[src/rtl/adaptive_filter_driver_if.sv]
// Sample-source bundle between adaptive_filter_driver (master) and its surroundings (slave).
interface adaptive_filter_driver_if #(
    parameter int DATA_WIDTH = 14
);
    logic                  s_tvalid;
    logic                  s_tready;
    logic [DATA_WIDTH-1:0] s_tdata;
    logic                  mode_req_valid;
    logic                  mode_req_ready;
    logic                  mode_req;
    logic                  mode_done;
    logic [DATA_WIDTH-1:0] f_tdata;
    logic                  f_dvalid;
    logic                  f_ctrl;
    logic                  underflow;
    logic                  clr_underflow;

    modport master (
        input  s_tvalid, s_tdata, mode_req_valid, mode_req, clr_underflow,
        output s_tready, mode_req_ready, mode_done, f_tdata, f_dvalid, f_ctrl, underflow
    );

    modport slave (
        output s_tvalid, s_tdata, mode_req_valid, mode_req, clr_underflow,
        input  s_tready, mode_req_ready, mode_done, f_tdata, f_dvalid, f_ctrl, underflow
    );
endinterface

[src/rtl/adaptive_filter_driver.sv]
// FIFO-buffered source feeding one sample per clk to adaptive_filter; mode changes zero-flush first.
// Empty FIFO -> 1 cycle sample latency; s_tready drops at FIFO full, mode requests stall outside RUN.
module adaptive_filter_driver #(
    parameter int DATA_WIDTH = 14,
    parameter int FIFO_DEPTH = 8,
    parameter int FLUSH_LEN  = 8
) (
    input  logic                  clk,
    input  logic                  srst,
    adaptive_filter_driver_if.master bus
);
    localparam int AW   = $clog2(FIFO_DEPTH);
    localparam int CNTW = $clog2(FLUSH_LEN + 1);
    localparam logic [AW:0] DEPTH_C = FIFO_DEPTH[AW:0];

    typedef enum logic [1:0] {RUN, FLUSH, SWITCH} state_t;

    state_t                state;
    logic [CNTW-1:0]       flush_cnt;
    logic                  pending;
    logic                  f_ctrl_q;
    logic                  mode_done_q;

    logic [DATA_WIDTH-1:0] mem [FIFO_DEPTH];
    logic [AW-1:0]         wr_ptr;
    logic [AW-1:0]         rd_ptr;
    logic [AW:0]           count;
    logic [DATA_WIDTH-1:0] f_tdata_q;
    logic                  f_dvalid_q;
    logic                  underflow_q;

    logic                  push;
    logic                  pop;
    logic                  empty;
    logic                  req_fire;

    // Ready comes from the registered count only, so a full FIFO refuses a write even while popping.
    assign bus.s_tready       = (count < DEPTH_C);
    assign bus.mode_req_ready = (state == RUN);
    assign empty              = (count == '0);
    assign push               = bus.s_tvalid && bus.s_tready;
    assign pop                = (state == RUN) && !empty;
    assign req_fire           = bus.mode_req_valid && bus.mode_req_ready;

    assign bus.f_tdata   = f_tdata_q;
    assign bus.f_dvalid  = f_dvalid_q;
    assign bus.f_ctrl    = f_ctrl_q;
    assign bus.mode_done = mode_done_q;
    assign bus.underflow = underflow_q;

    always_ff @(posedge clk) begin
        if (push) begin
            mem[wr_ptr] <= bus.s_tdata;
        end
    end

    always_ff @(posedge clk) begin
        if (srst) begin
            wr_ptr <= '0;
            rd_ptr <= '0;
            count  <= '0;
        end else begin
            if (push) begin
                wr_ptr <= wr_ptr + 1'b1;
            end
            if (pop) begin
                rd_ptr <= rd_ptr + 1'b1;
            end
            case ({push, pop})
                2'b10:   count <= count + 1'b1;
                2'b01:   count <= count - 1'b1;
                default: count <= count;
            endcase
        end
    end

    always_ff @(posedge clk) begin
        if (srst) begin
            f_tdata_q   <= '0;
            f_dvalid_q  <= 1'b0;
            underflow_q <= 1'b0;
        end else begin
            if (pop) begin
                f_tdata_q  <= mem[rd_ptr];
                f_dvalid_q <= 1'b1;
            end else begin
                f_tdata_q  <= '0;
                f_dvalid_q <= 1'b0;
            end
            // A fresh underflow wins over a clear issued in the same cycle.
            if (state == RUN && empty) begin
                underflow_q <= 1'b1;
            end else if (bus.clr_underflow) begin
                underflow_q <= 1'b0;
            end
        end
    end

    always_ff @(posedge clk) begin
        if (srst) begin
            state       <= RUN;
            flush_cnt   <= '0;
            pending     <= 1'b0;
            f_ctrl_q    <= 1'b0;
            mode_done_q <= 1'b0;
        end else begin
            mode_done_q <= 1'b0;
            case (state)
                RUN: begin
                    if (req_fire) begin
                        if (bus.mode_req == f_ctrl_q) begin
                            mode_done_q <= 1'b1;
                        end else begin
                            pending   <= bus.mode_req;
                            flush_cnt <= CNTW'(FLUSH_LEN - 1);
                            state     <= FLUSH;
                        end
                    end
                end
                FLUSH: begin
                    if (flush_cnt == '0) begin
                        state <= SWITCH;
                    end else begin
                        flush_cnt <= flush_cnt - 1'b1;
                    end
                end
                SWITCH: begin
                    f_ctrl_q    <= pending;
                    mode_done_q <= 1'b1;
                    state       <= RUN;
                end
                default: state <= RUN;
            endcase
        end
    end
endmodule

[src/flat_wrapper.sv]
// flat-port wrapper written by rule: the top's interface ports become plain ports
module adaptive_filter_driver_flat 
#(
    parameter int DATA_WIDTH = 14,
    parameter int FIFO_DEPTH = 8,
    parameter int FLUSH_LEN  = 8
)
  (clk, srst, bus_s_tvalid, bus_s_tdata, bus_mode_req_valid, bus_mode_req, bus_clr_underflow, bus_s_tready, bus_mode_req_ready, bus_mode_done, bus_f_tdata, bus_f_dvalid, bus_f_ctrl, bus_underflow);
  adaptive_filter_driver_if #(.DATA_WIDTH(DATA_WIDTH)) bus_i ();
  input  logic clk;
  input  logic srst;
  input wire logic [$bits(bus_i.s_tvalid)-1:0] bus_s_tvalid;
  input wire logic [$bits(bus_i.s_tdata)-1:0] bus_s_tdata;
  input wire logic [$bits(bus_i.mode_req_valid)-1:0] bus_mode_req_valid;
  input wire logic [$bits(bus_i.mode_req)-1:0] bus_mode_req;
  input wire logic [$bits(bus_i.clr_underflow)-1:0] bus_clr_underflow;
  output wire logic [$bits(bus_i.s_tready)-1:0] bus_s_tready;
  output wire logic [$bits(bus_i.mode_req_ready)-1:0] bus_mode_req_ready;
  output wire logic [$bits(bus_i.mode_done)-1:0] bus_mode_done;
  output wire logic [$bits(bus_i.f_tdata)-1:0] bus_f_tdata;
  output wire logic [$bits(bus_i.f_dvalid)-1:0] bus_f_dvalid;
  output wire logic [$bits(bus_i.f_ctrl)-1:0] bus_f_ctrl;
  output wire logic [$bits(bus_i.underflow)-1:0] bus_underflow;
  assign bus_i.s_tvalid = bus_s_tvalid;
  assign bus_i.s_tdata = bus_s_tdata;
  assign bus_i.mode_req_valid = bus_mode_req_valid;
  assign bus_i.mode_req = bus_mode_req;
  assign bus_i.clr_underflow = bus_clr_underflow;
  assign bus_s_tready = bus_i.s_tready;
  assign bus_mode_req_ready = bus_i.mode_req_ready;
  assign bus_mode_done = bus_i.mode_done;
  assign bus_f_tdata = bus_i.f_tdata;
  assign bus_f_dvalid = bus_i.f_dvalid;
  assign bus_f_ctrl = bus_i.f_ctrl;
  assign bus_underflow = bus_i.underflow;
  adaptive_filter_driver #(.DATA_WIDTH(DATA_WIDTH), .FIFO_DEPTH(FIFO_DEPTH), .FLUSH_LEN(FLUSH_LEN)) u_core (.clk(clk), .srst(srst), .bus(bus_i));
endmodule
[config.mk]
export PLATFORM = sky130hd
export DESIGN_NAME = adaptive_filter_driver_flat
export DESIGN_NICKNAME = d
export VERILOG_FILES = /design/src/rtl/adaptive_filter_driver_if.sv /design/src/rtl/adaptive_filter_driver.sv /design/src/flat_wrapper.sv
export SDC_FILE = /design/constraint.sdc
export NUM_CORES = 1
export LEC_CHECK = 0
export ABC_AREA = 1
export BUFFER_PORTS_ARGS = -buffer_cell sky130_fd_sc_hd__buf_2
export CORE_ASPECT_RATIO = 0.6
export CORE_MARGIN = 5
export CORE_UTILIZATION = 50
export CTS_BUF_LIST = sky130_fd_sc_hd__clkbuf_4
export DETAILED_ROUTE_END_ITERATION = 16
export PLACE_DENSITY = 0.64
export SLEW_MARGIN = 15
export SYNTH_ARGS = -nofsm -noshare
export SYNTH_HDL_FRONTEND = slang
export SYNTH_SLANG_ARGS = --single-unit
[constraint.sdc]
create_clock -name clk -period 3.4 [get_ports clk]
set_input_delay 0.34 -clock clk [delete_from_list [all_inputs] [get_ports clk]]
set_output_delay 0.34 -clock clk [all_outputs]
set_load 0.01 [all_outputs]
**Word level (Yosys, flattened, before mapping)**

Memories as Yosys holds them, arrays and structs flattened. A register that Yosys moved wholly into a read port is not among the register bits.
Index checks and enable logic that the tools add are counted.

- Add/subtract/negate cells: 5
- Bitwise operators: 2
- $lt $le $gt $ge: 1
- Muxes and demuxes: 17
- Equality and inequality tests: 9
- Reductions and logical operators: 15

Operators with widths:

| operator | count |
|---|---|
| 4-bit one-hot mux with 2 select lines | 2 |
| 4-bit 2-to-1 mux | 3 |
| 4-bit zero test | 2 |
| 4-bit by 1-bit subtractor with 4-bit output, second input constant | 2 |
| 1-bit 2-to-1 mux | 7 |
| 3-bit by 1-bit adder with 3-bit output, second input constant | 2 |
| 2-bit 2-to-1 mux | 3 |
| 2-bit inequality test, second input constant | 3 |
| 3-bit AND reduction | 2 |
| 2-bit nonzero test | 3 |
| 4-bit by 1-bit adder with 4-bit output, second input constant | 1 |
| 2-bit by 1-bit == test with 1-bit output, second input constant | 2 |
| 2-bit == test, second input constant | 2 |
| 1-bit logical AND | 4 |
| 4-bit less-than comparator, second input constant | 1 |
| 2-bit one-hot mux with 2 select lines | 1 |
| 4-bit AND reduction | 1 |
| 2-bit zero test | 1 |
| 2-bit by 1-bit inequality test with 1-bit output, second input constant | 1 |
| 1-bit inverter | 2 |
| 1-bit one-hot mux with 2 select lines | 1 |
| 2-bit OR reduction | 1 |
| 1-bit == test | 1 |
| 1-bit zero test | 1 |

- RAM bits: 112
- Logic and storage cells: 60
- Register bits after elaboration: 21
- Output and inout bits: 20
- Memories: 1

Memory list:

| name | words | bits a word | read ports | clocked after Yosys merged registers in | wr ports | line | RTL |
|---|---|---|---|---|---|---|---|
| u_core.mem | 8 | 14 | 1 | 1 | 1 | adaptive_filter_driver.sv:24 | `logic [DATA_WIDTH-1:0] mem [FIFO_DEPTH];` |

**Depth between registers and ports, before layout**

Gate-level depths: netlist of run 1.

- Depth after elaboration: 5
- Mapped depth: 13

**Worst setup path after synthesis of run 1**

OpenSTA, ideal clock, no wires.

- Kind: register -> register
- Start point: reg u_core.count[2]
- End point: reg u_core.count[2]
- Data required time: 3.285 ns
- Setup time: 0.115 ns
- Buffers on the path: 0
- Slack: 1.620 ns
- Stages on the path, launching flop included: 14
- Data arrival time: 1.665 ns
- Cells stage by stage: dfxtp_1 -> inv_1 -> nand4_2 -> nand2_2 -> inv_1 -> ha_1 -> nand2_1 -> inv_1 -> nor2_1 -> ha_1 -> a21oi_1 -> xnor2_1 -> o21ai_0 -> inv_1

- Cells in the longest elaborated chain, start to end: 5

Ends and longest elaborated chain:

| element | line | RTL |
|---|---|---|
| from (decl) | adaptive_filter_driver.sv:27 | `logic [AW:0] count;` |
| from (signal assigned) | adaptive_filter_driver.sv:70 | `2'b10: count <= count + 1'b1;` |
| from (signal assigned) | adaptive_filter_driver.sv:71 | `2'b01: count <= count - 1'b1;` |
| from (signal assigned) | adaptive_filter_driver.sv:72 | `default: count <= count;` |
| 4-bit zero test (*) | adaptive_filter_driver.sv:40 | `assign empty = (count == '0);` |
| 1-bit zero test (*) | adaptive_filter_driver.sv:42 | `assign pop = (state == RUN) && !empty;` |
| 1-bit logical AND (*) | adaptive_filter_driver.sv:42 |  |
| via u_core.pop | adaptive_filter_driver.sv:33 | `logic pop;` |
| 2-bit by 1-bit == test with 1-bit output or 2-bit == test (tied branches) | adaptive_filter_driver.sv:69 | `case ({push, pop})` |
| 4-bit one-hot mux with 2 select lines or 2-bit nonzero test (tied branches) | n/a |  |

Mark *: on every way through the listed nets, which the timed path passes. The rest lies on a longest branch.
A chain may end at the register's enable or synchronous reset.

**Worst setup path after layout of run 1**

Same ends and word-level chain as after synthesis.

==> metrics.yaml, run 1 <==
status: "finished, final reports clean"
ioPinCount: 40
final_common_cell: "nor2_1"
synth_cell_types: 24
start_util: 0.5091
finalSetupViolations: 0
cts_sinks: 147
area_growth_pct: 10.77
post-route-min-period_ns: 2.058
synth_fa_ha_area_frac: 0.01314
synth_xor_area_frac: 0.006131
place_area_um2: 6036
ys_seq_area_frac: 0.7112
pwr-share-comb: 0.279
gr-total-overflow: 0
drt_iter0_markers: 275
final_cell_mix: "nor2_1 (117), edfxtp_1 (112), o21ai_0 (75)"
first_pass_iters: 5
grt_pass1_wl_um: 18930
synth_top_cell_by_area: "edfxtp_1"
grt_max_degree: 59
skew_ns: 0.01592
vias_per_cell: 5.393
post_drt_wl_per_cell_um: 16.92
slowest_stage: "dfxtp_1"
cts-root-buf: "clkbuf_4"
cts_resized: 0
hold_buffers: 0
cap_violations: 0
syn_avg_cell_area_um2: 11.54
cts_tree: "done"
io_buffers: 39
peakVddDrop_v: 0.0003106
post_cts_buffers: 0
antenna_left: 0
period_share: 0.6053
worstPathRequired_ns: 3.82
leakagePower_nw: 2.343
syn-num-nets: 521
pwr-share-seq: 0.479
fmax_ghz: 0.4859
synth_seq_cells: 147
drc: 0
syn_inst: 495
die_h_um: 92.81
clk_path_buf_depth: 2
clock_latency_ns: 0.51
hp-class: "in2reg"
cts_made_buffers: 17
grt_util_all_layers: 0.1805
crit_buf_inv: 4
num_vias: 3770
worst_slack_ns: 1.342
crit_type: "reg2reg"
core_area_um2: 11220
path_clk_slew_ns: 0.13
drt_wl_total_um: 11830
pre_cts_slack_ns: 1.372
layout-drive-gt1-share: 0.1550
final-instance-count-excl-fill: 699
die_w_um: 148.0
maxSlewViolCount: 0
antenna_found_initial: 0
crit_top_cell: "inv_1"
p_clk_frac: 0.241
crit_path_end_kind: "register"
fin_area_um2: 6330
synth.top_cell.area_share: 0.5886
p_switching_w: 0.001575
rsz0062_at_grt: "false"
max_stage_delay_ns: 0.35
fin_nets: 568
cp_top_family: "simple AND/OR/NAND/NOR gates"
switching_share: 0.3411
hold_viol_final: 0
worstMarginPinSlew_ns: 0.6576
crit_path_start_kind: "register"
synthSimpleGateAreaFrac: 0.1121
internal-power_w: 0.003042
worstPathMaxFanout: 7
slew_headroom: 0.5611
synthMuxAreaShare: 0
fillers: 954
tns_ns: 0
synth_compound_area_frac: 0.1141
die_area_um2: 13740
cp.arrival_ns: 2.48
synth_area_um2: 5714
num_rows: 30
grt_pass1_vias: 3615
num_antenna_cells: 0
synth_top_family_by_area: "compound AO/OA/AOI/OAI gates"
crit_path_cell_trace: "inv_1 > nand4_2 > nand2_2 > inv_1 > ha_1 > nand2_1 > inv_1 > nor2_1 > ha_1 > a21oi_1 > xnor2_1 > o21ai_0 > inv_1"
dp_hpwl_um: 7352
gp_congestion: 0.8347
h-tree-depth: 4
dp_cells: 667
ys_warn_count: 0
p_per_area_nw_per_um2: 729.3
synth.area.top_cells: "edfxtp_1 (59%), dfxtp_1 (12%), nor2_1 (7.7%)"
## flip-flops by register name, summed over array words and instances, names as in the netlist
| register | flops |
|---|---|
| u_core.bus.f_dvalid | 1 |
| u_core.rd_ptr | 3 |
| u_core.bus.f_ctrl | 1 |
| u_core.pending | 1 |
| u_core.mem | 112 |
| u_core.bus.f_tdata | 14 |
| u_core.flush_cnt | 4 |
| u_core.state | 2 |
| u_core.bus.mode_done | 1 |
| u_core.bus.underflow | 1 |
| u_core.wr_ptr | 3 |
| u_core.count | 4 |
## power groups by stage
stage / sequential [W] / combinational, W / clock, W
final: 0.00221 / 0.00129 / 0.00111
after global routing: 0.00223 / 0.00146 / 0.00123
after floorplan: 0.00227 / 0.000932 / 0
after detailed placement: 0.00225 / 0.00129 / 0
after CTS: 0.00221 / 0.00129 / 0.00114
after global placement: 0.00225 / 0.00126 / 0
## cell type report
class / instances / area, um^2 / area share
Clock buffer: 17 / 127.6 / 0.02016
Clock inverter: 15 / 166.4 / 0.02629
Inverter: 29 / 111.4 / 0.01759
Multi-Input combinational cell: 297 / 1403 / 0.2216
Sequential cell: 147 / 4064 / 0.6420
Tap cell: 144 / 180.2 / 0.02846
Timing Repair Buffer: 50 / 277.8 / 0.04388
## synthesized netlist by cell type, drive strengths merged
cell type / n
xnor2: 1
ha: 6
clkbuf: 6
edfxtp: 112
nor3: 2
nor2: 119
nand3: 6
nand4: 1
buf: 16
o21ai: 93
o22ai: 15
nand2: 33
xor2: 3
dfxtp: 35
o21a: 1
inv: 29
a21oi: 17
## routing by layer
metal	share of wire	wire (um)	global-route usage	up-vias
met3	0.075	889	0.04401	17
met5	0	0	0	-
met4	0.014	167	0.07071	0
li1	-	-	-	1822
met1	0.47	5608	0.2581	1782
met2	0.44	5163	0.2672	149
## kinds of logic after synthesis
kind of cell,Yosys count
compound gates,126
xor+xnor,4
fa+ha+maj,6
buf+inv,51
flops,147
simple gates,161
## per-stage QoR
step,utilization,hold slack [ns],power [W]
final,0.5640,0.06999,0.004617
after global routing,0.5640,0.04101,0.004918
after CTS,0.5640,0.02643,0.004642
after detailed placement,0.5378,0.4605,0.003537
after global placement,0.5378,0.4474,0.003509
after floorplan,-,0.4389,0.003203
## path summary, 6_finish.rpt
check             cells after the start                                 to                         startpoint  slack (ns)
setup / recovery                     13       u_core.count[2]$_SDFFE_PP0P_       u_core.count[2]$_SDFFE_PP0P_        1.34
hold / removal                        4  u_core.bus.underflow$_SDFFE_PP0P_                  bus_clr_underflow        0.07
setup reg to reg                     13       u_core.count[2]$_SDFFE_PP0P_       u_core.count[2]$_SDFFE_PP0P_        1.34
hold reg to reg                       2  u_core.bus.underflow$_SDFFE_PP0P_  u_core.bus.underflow$_SDFFE_PP0P_        0.48
## worst min-delay path, cell delays in order
cell and delay (ns):
buf_2 0.07, inv_1 0.03, nand2_1 0.04, a21oi_1 0.05
Note: power is estimated with default switching activity, not from simulation.
==> run 2: changes to the inputs <==
- PLACE_DENSITY: 0.64 -> 0.67
- clock period: 3.4 -> 1.75 ns (I/O delays scaled with it)
==> run 2 against run 1 <==
Compared with the run above: wire length rose by 5.2%; via count rose by 1.9%; critical path depth fell by 6; largest cell class unchanged.
==> metrics.yaml, run 2 (same netlist as run 1, synthesis figures left out) <==
status: "finished, final reports clean"
p_switching_w: 0.003126
largest_register_ff_count: 112
worstMarginPinSlew_ns: 0.6392
drc: 0
hp-class: "in2reg"
clk_path_buf_depth: 2
grt_pass1_wl_um: 19620
io_buffers: 39
rsz0062_at_grt: "true"
fin_nets: 605
grt_pass1_vias: 3665
drt_wl_total_um: 12450
total_power_w: 0.009502
layout-drive-gt1-share: 0.2044
die_area_um2: 13740
hold_viol_final: 0
cts_made_buffers: 17
antenna_left: 0
gr-total-overflow: 0
num_antenna_cells: 0
area_growth_pct: 18.33
skew_ns: 0.03042
pwr-share-seq: 0.451
drt_iter0_markers: 270
hold-worst-slack_ns: 0.04602
crit_type: "reg2reg"
post_drt_wl_per_cell_um: 16.91
internal-power_w: 0.006376
maxSlewViolCount: 0
fillers: 883
cts_tree: "done"
core_area_um2: 11220
pre_cts_slack_ns: -0.04737
cts_sinks: 147
place_area_um2: 6208
num_rows: 30
tns_ns: 0
grt_max_degree: 33
num_vias: 3841
ioPinCount: 40
h-tree-depth: 4
gp_congestion: 0.7416
pwr-share-comb: 0.310
die_w_um: 148.0
worstPathRequired_ns: 1.96
cts-root-buf: "clkbuf_4"
fin_area_um2: 6761
top_register: "u_core.mem"
hold_depth: 4
fmax_ghz: 0.5920
vias_per_cell: 5.219
switching_share: 0.3290
p_clk_frac: 0.240
clock_latency_ns: 0.52
post-route-min-period_ns: 1.689
cp.arrival_ns: 1.90
die_h_um: 92.81
final_common_cell: "nor2_1"
finalSetupViolations: 0
antenna_found_initial: 0
worstPathMaxFanout: 8
peakVddDrop_v: 0.0007037
p_per_area_nw_per_um2: 1405
path_clk_slew_ns: 0.12
grt_util_all_layers: 0.1872
crit_path_start_kind: "register"
start_util: 0.5091
final_cell_mix: "nor2_1 (115), edfxtp_1 (112), o21ai_0 (74)"
dp_hpwl_um: 7709
cap_violations: 0
slew_headroom: 0.5734
period_share: 0.9653
first_pass_iters: 5
crit_path_end_kind: "register"
leakagePower_nw: 2.541
worst_slack_ns: 0.06078
rr_worst_depth: 7
## run 2: changes by cell type in the layout (fill, tap and decap cells not counted), moves of 4 or more
cell           delta
inv_2             +4
dlygate4sd3_1    +17
buf_4            +15
inv_1             -4
dfxtp_1           -4
clkinv_4          -4
## run 2: cell type report
cell class,instances,area (um^2),share of cell area
clock buffers,20,150.1,0.02221
clock inverters,12,162.7,0.02406
inverters,29,111.4,0.01647
multi-input cells,297,1443,0.2134
flip-flops and latches,147,4071,0.6021
well taps,144,180.2,0.02665
repair buffers,87,643.1,0.09511
## run 2: repair_timing
action | CTS | global route
endpoints found under the hold margin | 118 | 0
gates resized for setup | 5 | 14
endpoints found under the setup margin | 1 | 4
pin swaps | 1 | 7
setup buffers | 0 | 3
hold buffers | 18 | 0
## run 2: metrics by stage
| stage | std cells | utilization |
|---|---|---|
| after floorplan | 495 | - |
| after global placement | 684 | 0.5532 |
| after detailed placement | 684 | 0.5532 |
| after CTS | 734 | 0.5980 |
| after global routing | 736 | 0.6025 |
| final | 736 | 0.6025 |
## run 2: worst paths after layout
kind | startpoint | endpoint | slack [ns]
min reg2reg | u_core.pending$_SDFFE_PP0P_ | u_core.pending$_SDFFE_PP0P_ | 0.49
max | u_core.count[3]$_SDFFE_PP0P_ | u_core.mem[1][2]$_DFFE_PP_ | 0.06
min | bus_mode_req_valid | u_core.bus.mode_done$_SDFF_PP0_ | 0.05
max reg2reg | u_core.count[3]$_SDFFE_PP0P_ | u_core.mem[1][2]$_DFFE_PP_ | 0.06
## run 2: worst max-delay path: stages (launching register included)
cell	delay (ns)
dfxtp_2	0.35
inv_2	0.08
nand2_1	0.12
buf_4	0.19
nor2_1	0.11
inv_1	0.10
nor2_1	0.22
buf_4	0.23
## run 2: metal layers
| metal | vias to the layer above | part of all wire | global-route usage |
|---|---|---|---|
| li1 | 1895 | - | - |
| met1 | 1818 | 0.47 | 0.2735 |
| met5 | - | 0 | 0 |
| met3 | 8 | 0.062 | 0.04303 |
| met4 | 0 | 0.0061 | 0.05073 |
| met2 | 120 | 0.46 | 0.2835 |
## run 2: power by group through the flow
stage	logic (W)	clock network [W]	registers (W)
2_1_floorplan	0.00183	0	0.00441
4_1_cts	0.00286	0.00233	0.00428
3_3_place_gp	0.00273	0	0.00434
5_1_grt	0.00331	0.00247	0.00433
6_report	0.00294	0.00228	0.00428
3_5_place_dp	0.00279	0	0.00435
==> run 3: changes to the inputs <==
- BUFFER_PORTS_ARGS: -buffer_cell sky130_fd_sc_hd__buf_2 -> -buffer_cell sky130_fd_sc_hd__buf_4
==> run 3 against run 2 <==
Compared with the run above: final area increased by 2.6%; register-to-register slack barely moved; non-clock buffer count grew 2; critical path depth rose by 6; global-route usage is 0.77 points higher; utilization up 1.6 points; sequential cell count unchanged; clock power grew 10%; hold slack better by 0.070 ns; setup slack worse by 0.0022 ns; wire length is 3.2% higher.
==> metrics.yaml, run 3 (same netlist as run 1, synthesis figures left out) <==
status: "finished, final reports clean"
drc: 0
cts_tree: "done"
antenna_found_initial: 0
hold-worst-slack_ns: 0.1159
min_to: "u_core.wr_ptr[1]$_SDFFE_PP0P_"
worstPathMaxFanout: 4
slowest_stage: "dfxtp_2"
crit_top_cell: "inv_2"
grt_pass1_wl_um: 20270
slew_headroom: 0.5934
h-tree-depth: 4
use_met2: 0.3063
largest_register_ff_count: 112
grt_pass1_vias: 3893
cts_made_buffers: 17
num_rows: 30
hold_path_startpoint: "bus_s_tvalid"
hold_viol_final: 0
pwr-share-seq: 0.431
total_power_w: 0.009952
die_area_um2: 13740
gr-total-overflow: 0
fillers: 900
vias_per_cell: 5.289
maxSlewViolCount: 0
drt_wl_total_um: 12850
clk_path_buf_depth: 2
skew_ns: 0.01351
gp_congestion: 0.8153
layout-drive-gt1-share: 0.2222
leakagePower_nw: 2.584
hp-class: "in2reg"
ioPinCount: 40
period_share: 0.9665
first_pass_iters: 4
die_w_um: 148.0
drt_iter0_markers: 263
num_vias: 3903
antenna_left: 0
fin_nets: 607
worstMarginPinSlew_ns: 0.6093
startpoint: "u_core.count[1]$_SDFFE_PP0P_"
crit_path_start_kind: "register"
multi_input_area_um2: 1483
p_switching_w: 0.003303
core_area_um2: 11220
p_clk_frac: 0.252
grtUsageMet3: 0.04059
tns_ns: 0
peakVddDrop_v: 0.0008106
start_util: 0.5091
register_area_um2: 4071
dp_hpwl_um: 7682
busiest_layer: "met2"
p_per_area_nw_per_um2: 1435
cp.arrival_ns: 2.12
clock_latency_ns: 0.52
final_common_cell: "edfxtp_1"
io_buffers: 39
r2r-end: "u_core.count[2]$_SDFFE_PP0P_"
crit_path_end_kind: "register"
grt_util_all_layers: 0.1949
fmax_ghz: 0.5912
die_h_um: 92.81
post_drt_wl_per_cell_um: 17.41
grt_use_met1: 0.2701
grt_max_degree: 31
r2r_start: "u_core.count[1]$_SDFFE_PP0P_"
final_cell_mix: "edfxtp_1 (112), nor2_1 (111), o21ai_0 (74)"
crit_type: "reg2reg"
num_antenna_cells: 0
finalSetupViolations: 0
crit_buf_inv: 4
cp_top_family: "simple AND/OR/NAND/NOR gates"
area_growth_pct: 21.39
cts-root-buf: "clkbuf_4"
cap_violations: 0
rr_worst_depth: 13
r2r_slack_ns: 0.06
post-route-min-period_ns: 1.691
switching_share: 0.3319
crit_path_cell_trace: "inv_2 > nand4_4 > nand2_4 > inv_2 > ha_4 > nand2_2 > inv_2 > nor2_4 > ha_4 > a21oi_2 > xnor2_1 > o21ai_1 > inv_1"
top_register: "u_core.mem"
post-route-util: 0.6181
cts_sinks: 147
path_clk_slew_ns: 0.12
worstPathRequired_ns: 2.18
hold_depth: 4
internal-power_w: 0.006649
pwr-share-comb: 0.317
max_stage_delay_ns: 0.36
==> run 3: stage by stage <==
step                worst slack, ns  instance area (um^2)  instances
floorplan                 -0.007621                  5722        495
global placement            0.02311                  6281        684
detailed placement          -0.1423                  6281        684
CTS                        0.009863                  6882        739
global route               -0.03650                  6937        738
finish                      0.05857                  6937        738
==> run 3: area by class of cell <==
cell class,count,share of cell area
Sequential cell,147,0.5869
Tap cell,144,0.02597
Multi-Input combinational cell,297,0.2137
Timing Repair Buffer,89,0.1071
Clock inverter,14,0.03030
Clock buffer,18,0.01948
Inverter,29,0.01641
==> run 3: worst max path at each step <==
stage	slack, ns	endpoint	depth (start not counted)
2_1_floorplan	-0.008	u_core.mem[0][0]$_DFFE_PP_	5
3_3_place_gp	0.02	u_core.count[2]$_SDFFE_PP0P_	12
3_5_place_dp	-0.14	u_core.count[2]$_SDFFE_PP0P_	13
4_1_cts	0.01	u_core.count[2]$_SDFFE_PP0P_	13
5_1_grt	-0.04	u_core.mem[1][5]$_DFFE_PP_	8
6_report	0.06	u_core.count[2]$_SDFFE_PP0P_	13
==> run 3: timing repair <==
action / CTS / global route
hold buffers: 20 / 0
buffers inserted: 3 / 0
pin swaps: 5 / 4
hold endpoints to repair: 122 / 0
setup endpoints to repair: 2 / 36
resized for setup: 15 / 19
==> run 3: tightest hold or removal path, cell delays in order <==
cell	delay, ns
buf_4	0.12
nand2_2	0.09
buf_4	0.14
a21oi_1	0.07
==> run 3: routing by layer <==
layer  share of wire  vias up
met1            0.45     1875
met4           0.011        0
met5               0        -
met3           0.063       14
li1                -     1899
met2            0.48      115
==> run 3: power by group through the flow <==
stage                     Combinational [W]  Clock [W]  Sequential (W)
after global placement              0.00281          0         0.00434
after detailed placement            0.00288          0         0.00436
after floorplan                     0.00183          0         0.00441
final                               0.00315    0.00251         0.00429
after CTS                           0.00305    0.00254         0.00428
after global routing                0.00352    0.00271         0.00432
